[config.mk]
export PLATFORM = sky130hd
export DESIGN_NAME = hidden_mailbox
export DESIGN_NICKNAME = d
export VERILOG_FILES = /design/src/rtl/hidden_mailbox_pkg.sv /design/src/rtl/hidden_mailbox_fifo.sv /design/src/rtl/hidden_mailbox.sv
export SDC_FILE = /design/constraint.sdc
export NUM_CORES = 1
export LEC_CHECK = 0
export BUFFER_PORTS_ARGS = -buffer_cell sky130_fd_sc_hd__buf_2
export CAP_MARGIN = 0
export CORE_MARGIN = 2
export CORE_UTILIZATION = 30
export CTS_BUF_LIST = sky130_fd_sc_hd__clkbuf_4 sky130_fd_sc_hd__clkbuf_8
export DETAILED_ROUTE_END_ITERATION = 10
export GPL_ROUTABILITY_DRIVEN = 0
export GPL_TIMING_DRIVEN = 0
export HOLD_SLACK_MARGIN = 0.06
export PLACE_DENSITY = 0.57
export SETUP_SLACK_MARGIN = 0.05
export SYNTH_ARGS = -nofsm -noshare
export SYNTH_HDL_FRONTEND = slang
export SYNTH_HIERARCHICAL = 1
export SYNTH_SLANG_ARGS = --single-unit
[constraint.sdc]
create_clock -name clk -period 6.2 [get_ports clk]
set_input_delay 1.24 -clock clk [delete_from_list [all_inputs] [get_ports clk]]
set_output_delay 1.24 -clock clk [all_outputs]
set_load 0.02 [all_outputs]
[src/rtl/hidden_mailbox_pkg.sv]
// Shared constants and message type for hidden_mailbox.
// Default widths apply when the top-level parameters are not overridden.
package hidden_mailbox_pkg;

   localparam int unsigned DEF_ADDR_W = 64;
   localparam int unsigned DEF_DATA_W = 32;

   typedef struct packed {
      logic [DEF_ADDR_W-1:0] addr;
      logic [DEF_DATA_W-1:0] data;
   } msg_t;

endpackage

[src/rtl/hidden_mailbox_fifo.sv]
// Single-channel queue for hidden_mailbox: power-of-2 depth, wrapping pointers,
// first-word head output. clr empties the queue synchronously, like rst.
module hidden_mailbox_fifo
   import hidden_mailbox_pkg::*;
#(
   parameter int unsigned DEPTH = 4,
   parameter int unsigned W     = $bits(msg_t)
) (
   input  logic         clk,
   input  logic         rst,
   input  logic         clr,
   input  logic         push,
   input  logic         pop,
   input  logic [W-1:0] din,
   output logic         full,
   output logic         empty,
   output logic [W-1:0] head
);

   localparam int unsigned PTR_W = $clog2(DEPTH);
   localparam int unsigned CNT_W = $clog2(DEPTH + 1);

   logic [W-1:0]     mem_q [DEPTH];
   logic [W-1:0]     mem_d [DEPTH];
   logic [PTR_W-1:0] wr_ptr_q, wr_ptr_d;
   logic [PTR_W-1:0] rd_ptr_q, rd_ptr_d;
   logic [CNT_W-1:0] cnt_q, cnt_d;

   always_comb begin
      mem_d    = mem_q;
      wr_ptr_d = wr_ptr_q;
      rd_ptr_d = rd_ptr_q;
      cnt_d    = cnt_q;
      if (clr) begin
         wr_ptr_d = '0;
         rd_ptr_d = '0;
         cnt_d    = '0;
      end else begin
         if (push) begin
            mem_d[wr_ptr_q] = din;
            wr_ptr_d        = wr_ptr_q + 1'b1;
         end
         if (pop) begin
            rd_ptr_d = rd_ptr_q + 1'b1;
         end
         case ({push, pop})
            2'b10:   cnt_d = cnt_q + 1'b1;
            2'b01:   cnt_d = cnt_q - 1'b1;
            default: cnt_d = cnt_q;
         endcase
      end
   end

   always_ff @(posedge clk) begin
      if (rst) begin
         wr_ptr_q <= '0;
         rd_ptr_q <= '0;
         cnt_q    <= '0;
      end else begin
         wr_ptr_q <= wr_ptr_d;
         rd_ptr_q <= rd_ptr_d;
         cnt_q    <= cnt_d;
      end
      mem_q <= mem_d;
   end

   assign full  = (cnt_q == CNT_W'(DEPTH));
   assign empty = (cnt_q == '0);
   assign head  = mem_q[rd_ptr_q];

endmodule

[src/rtl/hidden_mailbox.sv]
// Multi-channel mailbox: per-channel FIFOs, round-robin merge into one registered output.
// Optional statistics ports are enabled by defining HIDDEN_MAILBOX_STATS_EN.
module hidden_mailbox
   import hidden_mailbox_pkg::*;
#(
   parameter int unsigned  NUM_CH = 4,
   parameter int unsigned  DEPTH  = 4,
   parameter int unsigned  ADDR_W = DEF_ADDR_W,
   parameter int unsigned  DATA_W = DEF_DATA_W,
   localparam int unsigned CH_W   = (NUM_CH > 1) ? $clog2(NUM_CH) : 1
) (
   input  logic                     clk,
   input  logic                     rst,
   input  logic                     flush,
   input  logic [NUM_CH-1:0]        wr_valid,
   output logic [NUM_CH-1:0]        wr_ready,
   input  logic [NUM_CH*ADDR_W-1:0] wr_addr,
   input  logic [NUM_CH*DATA_W-1:0] wr_data,
   output logic                     rd_valid,
   input  logic                     rd_ready,
   output logic [ADDR_W-1:0]        rd_addr,
   output logic [DATA_W-1:0]        rd_data,
   output logic [CH_W-1:0]          rd_ch
`ifdef HIDDEN_MAILBOX_STATS_EN
   ,
   output logic [31:0]              stat_delivered,
   output logic [NUM_CH-1:0]        stat_stall
`endif
);

   localparam int unsigned MSG_W = ADDR_W + DATA_W;

   logic [NUM_CH-1:0] push, pop, full, empty;
   logic [MSG_W-1:0]  head [NUM_CH];

   for (genvar c = 0; c < NUM_CH; c++) begin : g_ch
      hidden_mailbox_fifo #(
         .DEPTH (DEPTH),
         .W     (MSG_W)
      ) u_fifo (
         .clk   (clk),
         .rst   (rst),
         .clr   (flush),
         .push  (push[c]),
         .pop   (pop[c]),
         .din   ({wr_addr[c*ADDR_W +: ADDR_W], wr_data[c*DATA_W +: DATA_W]}),
         .full  (full[c]),
         .empty (empty[c]),
         .head  (head[c])
      );
   end

   logic              rd_valid_q, rd_valid_d;
   logic [ADDR_W-1:0] rd_addr_q, rd_addr_d;
   logic [DATA_W-1:0] rd_data_q, rd_data_d;
   logic [CH_W-1:0]   rd_ch_q, rd_ch_d;
   logic [CH_W-1:0]   prio_q, prio_d;
   logic [CH_W-1:0]   cand, gnt_ch;
   logic              gnt_vld;
   logic              load_en;

   assign wr_ready = ~full;
   assign push     = wr_valid & ~full & {NUM_CH{~flush}};
   assign load_en  = ~rd_valid_q | rd_ready;

   // First non-empty channel scanning upward from prio_q, wrapping at NUM_CH.
   always_comb begin
      gnt_vld = 1'b0;
      gnt_ch  = '0;
      cand    = '0;
      for (int unsigned i = 0; i < NUM_CH; i++) begin
         cand = CH_W'((32'(prio_q) + i) % NUM_CH);
         if (!gnt_vld && !empty[cand]) begin
            gnt_vld = 1'b1;
            gnt_ch  = cand;
         end
      end
   end

   always_comb begin
      rd_valid_d = rd_valid_q;
      rd_addr_d  = rd_addr_q;
      rd_data_d  = rd_data_q;
      rd_ch_d    = rd_ch_q;
      prio_d     = prio_q;
      pop        = '0;
      if (flush) begin
         rd_valid_d = 1'b0;
         prio_d     = '0;
      end else if (load_en) begin
         rd_valid_d = gnt_vld;
         if (gnt_vld) begin
            pop[gnt_ch]            = 1'b1;
            {rd_addr_d, rd_data_d} = head[gnt_ch];
            rd_ch_d                = gnt_ch;
            prio_d                 = (gnt_ch == CH_W'(NUM_CH - 1)) ? '0 : gnt_ch + 1'b1;
         end
      end
   end

   always_ff @(posedge clk) begin
      if (rst) begin
         rd_valid_q <= 1'b0;
         rd_addr_q  <= '0;
         rd_data_q  <= '0;
         rd_ch_q    <= '0;
         prio_q     <= '0;
      end else begin
         rd_valid_q <= rd_valid_d;
         rd_addr_q  <= rd_addr_d;
         rd_data_q  <= rd_data_d;
         rd_ch_q    <= rd_ch_d;
         prio_q     <= prio_d;
      end
   end

   assign rd_valid = rd_valid_q;
   assign rd_addr  = rd_addr_q;
   assign rd_data  = rd_data_q;
   assign rd_ch    = rd_ch_q;

`ifdef HIDDEN_MAILBOX_STATS_EN
   logic [31:0]       stat_delivered_q, stat_delivered_d;
   logic [NUM_CH-1:0] stat_stall_q, stat_stall_d;

   // Statistics survive flush; only rst clears them.
   always_comb begin
      stat_delivered_d = stat_delivered_q + 32'(rd_valid_q && rd_ready);
      stat_stall_d     = stat_stall_q | (wr_valid & full);
   end

   always_ff @(posedge clk) begin
      if (rst) begin
         stat_delivered_q <= '0;
         stat_stall_q     <= '0;
      end else begin
         stat_delivered_q <= stat_delivered_d;
         stat_stall_q     <= stat_stall_d;
      end
   end

   assign stat_delivered = stat_delivered_q;
   assign stat_stall     = stat_stall_q;
`endif

endmodule

# After elaboration in Yosys (flattened, before gate mapping)
# Index checks and enable logic that the tools add are counted.
[totals] register_bits=1665 latch_bits=0 ramBits=0 rom_bits=0 input_bits=392 elab_cells=181 mem_count=0
[classes] add_sub_neg=20 n_mul=0 n_div=0 n_lt_le_gt_ge=19 n_eq_ne=13 shift=0 muxes=53 bitwise_logic=15 n_reduce_logical=28
[op_table] op="384-bit bitwise mux" n=4
[op_table] op="96-bit 2-to-1 mux" n=14
[op_table] op="96-bit binary-select mux with 2-bit select" n=5
[op_table] op="96-bit demux with 2-bit select" n=4
[op_table] op="3-bit >= comparator (second input constant)" n=9
[op_table] op="2-bit inverter with 3-bit output" n=9
[op_table] op="3-bit case mux with 2 select lines" n=4
[op_table] op="2-bit by 1-bit adder with 2-bit output (second input constant)" n=10
[op_table] op="2-bit by 3-bit less-than comparator with 1-bit output (second input constant)" n=5
[op_table] op="3-bit by 1-bit adder with 3-bit output (second input constant)" n=4
[op_table] op="3-bit equality test (second input constant)" n=4
[op_table] op="3-bit logical NOT" n=4
[op_table] op="3-bit by 1-bit less-than comparator with 1-bit output (second input constant)" n=4
[op_table] op="4-bit 2-to-1 mux" n=3
[op_table] op="3-bit by 1-bit subtractor with 3-bit output (second input constant)" n=4
[op_table] op="2-bit equality test (second input constant)" n=5
[op_table] op="2-bit 2-to-1 mux" n=5
[op_table] op="2-bit AND reduction" n=5
[op_table] op="1-bit 2-to-1 mux" n=9
[op_table] op="4-bit AND" n=2
[op_table] op="1-bit binary-select mux with 2-bit select" n=4
[op_table] op="2-bit by 1-bit equality test with 1-bit output (second input constant)" n=4
[op_table] op="1-bit logical AND" n=8
[op_table] op="2-bit nonzero test" n=4
[op_table] op="other kinds (9)" n=15

# Logic depth before layout (Yosys ltp)
[depth] word_depth=21 ltp_mapped=15 depth_no_buf=13

# Cells and area by module
# The synthesis kept the hierarchy.
[by_module_without_submodules] module="hidden_mailbox_fifo" instances=4 cells_per_inst=548 area_each_um2=14234.9 seq_area_each_um2=11671.2
[by_module_without_submodules] module="hidden_mailbox" instances=1 cells_per_inst=583 area_each_um2=6612.6 seq_area_each_um2=2021.9

# Worst setup path after synthesis
# Ideal clock, no wire load.
[synth_path] kind="input port to flip-flop" start="input flush" end="register g_ch[0].u_fifo/mem_q[0] (netlist name) (enable)" arrival_time_ps=4321 required_time_ps=5734 slack_ps=1413 stages=5 path_cell_list="buf_2 > nor3b_1 > inv_1 > nor2_1 > and2_1"
[synth_between] elab_chain_cells=3
[synth_lines] item="from (decl)" line_no="hidden_mailbox.sv:14" text="input logic flush,"
[synth_lines] item="1-bit inverter (no line)"
[synth_lines] item="4-bit AND" line_no="hidden_mailbox.sv:63" text="assign push = wr_valid & ~full & {NUM_CH{~flush}};"
[synth_lines] item="via push[0]" line_no="hidden_mailbox.sv:33" text="logic [NUM_CH-1:0] push, pop, full, empty;"
[synth_lines] item="2-bit AND reduction (no line)"
[synth_lines] item="to (signal assigned)" line_no="hidden_mailbox_fifo.sv:64" text="mem_q <= mem_d;"
[synth_lines] item="to (decl)" line_no="hidden_mailbox_fifo.sv:23" text="logic [W-1:0] mem_q [DEPTH];"
# The timed path passes the listed nets, and every way through them passes these cells.
# A chain may end at the register's enable or synchronous reset.

# Final worst setup path
[layout_path] start="register g_ch[1].u_fifo.cnt_q[2]" end="register g_ch[0].u_fifo.cnt_q[2]"
[layout_between] elab_chain_cells=21 word_cells_on_any_way=37 classes_between="order compare (2); eq/ne (2); mux (22); reduce/logical (11)"
[layout_lines] item="from (decl)" line_no="hidden_mailbox_fifo.sv:27" text="logic [CNT_W-1:0] cnt_q, cnt_d;"
[layout_lines] item="from (signal assigned)" line_no="hidden_mailbox_fifo.sv:62" text="cnt_q <= cnt_d;"
[layout_lines] item="3-bit logical NOT (*)" line_no="hidden_mailbox_fifo.sv:68" text="assign empty = (cnt_q == '0);"
[layout_lines] item="via empty[1]" line_no="hidden_mailbox.sv:33"
[layout_lines] item="1-bit binary-select mux with 2-bit select" line_no="hidden_mailbox.sv:73" text="if (!gnt_vld && !empty[cand]) begin"
[layout_lines] item="1-bit 2-to-1 mux (not written as such)" line_no="hidden_mailbox.sv:73"
[layout_lines] item="1-bit logical NOT" line_no="hidden_mailbox.sv:73"
[layout_lines] item="1-bit logical AND" line_no="hidden_mailbox.sv:73"
[layout_lines] item="1-bit 2-to-1 mux" line_no="hidden_mailbox.sv:73"
[layout_lines] item="1-bit logical NOT" line_no="hidden_mailbox.sv:73"
[layout_lines] item="(+7 left out)"
[layout_lines] item="1-bit 2-to-1 mux (not written as such)" line_no="hidden_mailbox.sv:93" text="pop[gnt_ch] = 1'b1;"
[layout_lines] item="1-bit demux with 2-bit select" line_no="hidden_mailbox.sv:93"
[layout_lines] item="4-bit 2-to-1 mux (*)" line_no="hidden_mailbox.sv:92" text="if (gnt_vld) begin"
[layout_lines] item="4-bit 2-to-1 mux (*)" line_no="hidden_mailbox.sv:90" text="end else if (load_en) begin"
[layout_lines] item="4-bit 2-to-1 mux (*)" line_no="hidden_mailbox.sv:87" text="if (flush) begin"
[layout_lines] item="via pop[0]" line_no="hidden_mailbox.sv:33"
[layout_lines] item="2-bit by 1-bit equality test with 1-bit output / 2-bit equality test (equally long branches)" line_no="hidden_mailbox_fifo.sv:46" text="case ({push, pop})"
[layout_lines] item="3-bit case mux with 2 select lines / 2-bit nonzero test (equally long branches)"
[layout_lines] item="to (signal assigned)" line_no="hidden_mailbox_fifo.sv:62"
[layout_lines] item="to (decl)" line_no="hidden_mailbox_fifo.sv:27"
# Mark *: on every way through the listed nets, which the timed path passes. The rest lies on a longest branch. The select of a mux whose other input is x is not followed.

==> impl_metrics.toml <==
[critical_path]
crit_top_cell = "a21oi_1"
r2r_slack_ns = 1.98
crit_type = "flop to flop"
arrival_ns = 5.12
worst_r2r_path_depth = 14
timing.rr.start = "g_ch[1].u_fifo/cnt_q[2]"
slowest_delay_ns = 0.65
worstPathRequired_ns = 7.10
crit_fanout = 10
start_kind = "flop"
crit_buf_inv = 4
end_kind = "flop"
cp_slowest_cell = "nor2_4"
r2r_end = "g_ch[0].u_fifo/cnt_q[2]"
crit_family = "simple AND/OR/NAND/NOR gates"
crit_chain = "nor3_1 -> a21oi_1 -> and3_4 -> nor2_4 -> buf_8 -> buf_6 -> inv_2 -> nor4_2 -> ha_1 -> inv_1 -> fa_1 -> xor2_1 -> or3_1 -> a21oi_1"

[sta]
hold_violations = 0
fmax_mhz = 237
period_share = 0.681
worstMarginPinSlew_ns = 1.22
final-max-slew-violation-count = 0
setup_viol = 0
worst_clock_skew_ns = 0.0777
fin_ws_ns = 1.98
grt_setup_unrepaired = "no"
period_needed_ns = 4.22
relSlewSlack = 0.187

[clock_network]
clk_pin_slew_worst_paths_ns = 0.06
cts_made_buffers = 303
h-tree-depth = 5
postCtsResizedCells = 0
post-cts-setup-buffers = 0
cts_tree = "yes"
clock_path_buffers = 4
cts_hold_buf = 0
worstSkewPairLatency_ns = 1.03
cts_sinks = 1665
cts_root_buf = "clkbuf_8"

[worst_hold_path]
whs_path_depth = 1
hold_end = "g_ch[3].u_fifo/mem_q[202]"
worstHoldPathType = "primary input to flop"
worst_hold_startpoint = "wr_data[106]"

[detailed_routing]
drt_iter0_drc = 2507
drtAntennaViolNets = 0
post_drt_wl_per_cell_um = 27.4
via_count = 31600
routed_wl_mm = 183
first_pass_iters = 7
drc_errors = 0
drt-vias-per-instance = 4.73

[global_route]
met3_usage = 0.0487
grt_pass1_vias = 33300
antenna_found_initial = 130
grt_pass1_wl_mm = 252
overflow = 0
grt_max_degree = 46
met1_usage = 0.207
busiest_layer = "met2"
grt_usage = 0.168
use_met2 = 0.280

[yosys]
netlist_area_sq_um = 63600
synth.top_cells.by_count = "edfxtp_1, mux4_2, mux2i_1"
synth_top_cell_area_share = 0.726
synth_edf_count = 1536
synthCells = 2775
synth_nets = 3192
ys_types = 46
synth.largest_area_cell = "edfxtp_1"
yosysSeqAreaShare = 0.766
yosysMostFrequentCell = "edfxtp_1"
synth.area.top_cells = "edfxtp_1, mux4_2, dfxtp_1"
synth_area_per_cell_sq_um = 22.9
synthFlopType = "edfxtp_1"
synth-seq-cells = 1665
yosysWarnings = 6
synth-async-reset-ratio = 0

[die]
die_w_um = 464
ios = 495
die_h_um = 464
die_area_sq_um = 216000
initial_utilization = 0.303
num_rows = 168
core_sq_um = 210000

[power]
p_per_area_nw_per_um2 = 315
fin_total_pwr_mw = 24.1
power_leakage_nw = 25.8
vdd_drop_max_v = 0.000236

[place]
dp_hpwl_mm = 125
place_ws_ns = 1.75
port_buffers = 494

[outcome]
status = "completed"

[cells_and_area]
nNetsFinal = 4023
drive_above_1_share = 0.428
syn_to_final_growth_pct = 20.3
fill_cells = 19300

[job]
drv_cap = 0
==> how the worst max path moves through the flow <==
| stage | from | end | slack (ns) | cells after the start |
|---|---|---|---|---|
| 2_1_floorplan | flush | g_ch[0].u_fifo/mem_q[0] | 1.41 | 5 |
| 3_3_place_gp | flush | g_ch[3].u_fifo/mem_q[373] | -2.26 | 6 |
| 3_5_place_dp | flush | rd_data[8] | 1.75 | 8 |
| 4_1_cts | g_ch[1].u_fifo/cnt_q[1] | g_ch[0].u_fifo/cnt_q[2] | 1.87 | 14 |
| 5_1_grt | g_ch[1].u_fifo/cnt_q[2] | g_ch[0].u_fifo/cnt_q[2] | 1.59 | 14 |
| 6_report | g_ch[1].u_fifo/cnt_q[2] | g_ch[0].u_fifo/cnt_q[2] | 1.98 | 14 |
==> metal layers <==
metal  up-vias  part of all wire
li1      13400                 -
met1     16500              0.40
met2      1127              0.49
met3       405             0.071
met4        96             0.030
met5         -            0.0031
==> flip-flops by register name, summed over array words and instances (netlist names) <==
| register | count |
|---|---|
| rd_addr | 64 |
| rd_ch | 2 |
| g_ch.u_fifo/cnt_q | 12 |
| rd_data | 32 |
| g_ch.u_fifo/mem_q | 1536 |
| g_ch.u_fifo/rd_ptr_q | 8 |
| prio_q | 2 |
| rd_valid | 1 |
| g_ch.u_fifo/wr_ptr_q | 8 |
==> layout make-up <==
type / instances / area (sq um) / area share
diodes: 47 / 118 / 0.00154
plain buffers: 146 / 1120 / 0.0147
clock buffers: 433 / 5330 / 0.0697
clock inverters: 89 / 574 / 0.00751
inverters: 29 / 109 / 0.00142
multi-input cells: 935 / 13700 / 0.179
flip-flops and latches: 1665 / 48700 / 0.637
well taps: 2805 / 3510 / 0.0459
repair buffers: 526 / 3330 / 0.0436
==> power by group <==
part	internal, mW	switching (mW)
clock	5.75	4.45
sequential	12.4	0.0810
combinational	0.544	0.834
==> stage by stage <==
stage	hold WS, ns	std cells	util	cell area, sq um	TNS, ns
finish	0.422	6675	0.364	76500	0
global route	0.331	6650	0.364	76400	0
CTS	0.271	6628	0.364	76300	0
detailed placement	0.442	6106	0.335	70400	0
global placement	0.445	6074	0.331	69500	-3021.79
floorplan	0.467	2775	-	63600	0
==> cells by family after synthesis <==
family                   synth area share
adder cells (fa/ha/maj)           0.00539
AND/OR/NAND/NOR                    0.0142
buffers and inverters              0.0194
multiplexers                        0.167
XOR/XNOR                          0.00276
AO/OA/AOI/OAI                      0.0244
flip-flops                          0.766
==> cell usage in the layout (no fill, tap or decap), types with 4 or more instances in the layout <==
master and count:
bufinv_16 6, and3_1 5, mux4_2 384, nand2_1 100, mux2i_1 199, clkinvlp_4 8, xor2_1 12, clkbuf_1 30
o21ai_0 5, or2_2 4, buf_12 18, clkbuf_8 332, buf_6 22, diode_2 47, fa_1 4, buf_16 29
inv_1 28, buf_2 562, clkinv_1 39, nor3_1 6, xnor2_1 8, edfxtp_1 1536, o221ai_2 96, buf_4 5
clkbuf_4 103, nor3b_1 4, a21oi_1 10, dfxtp_1 129, nand2b_1 4, or3_1 4, clkinv_2 34, ha_1 21
nor2_1 35, and2_4 16
No activity file was read; power rests on OpenSTA's default activity.
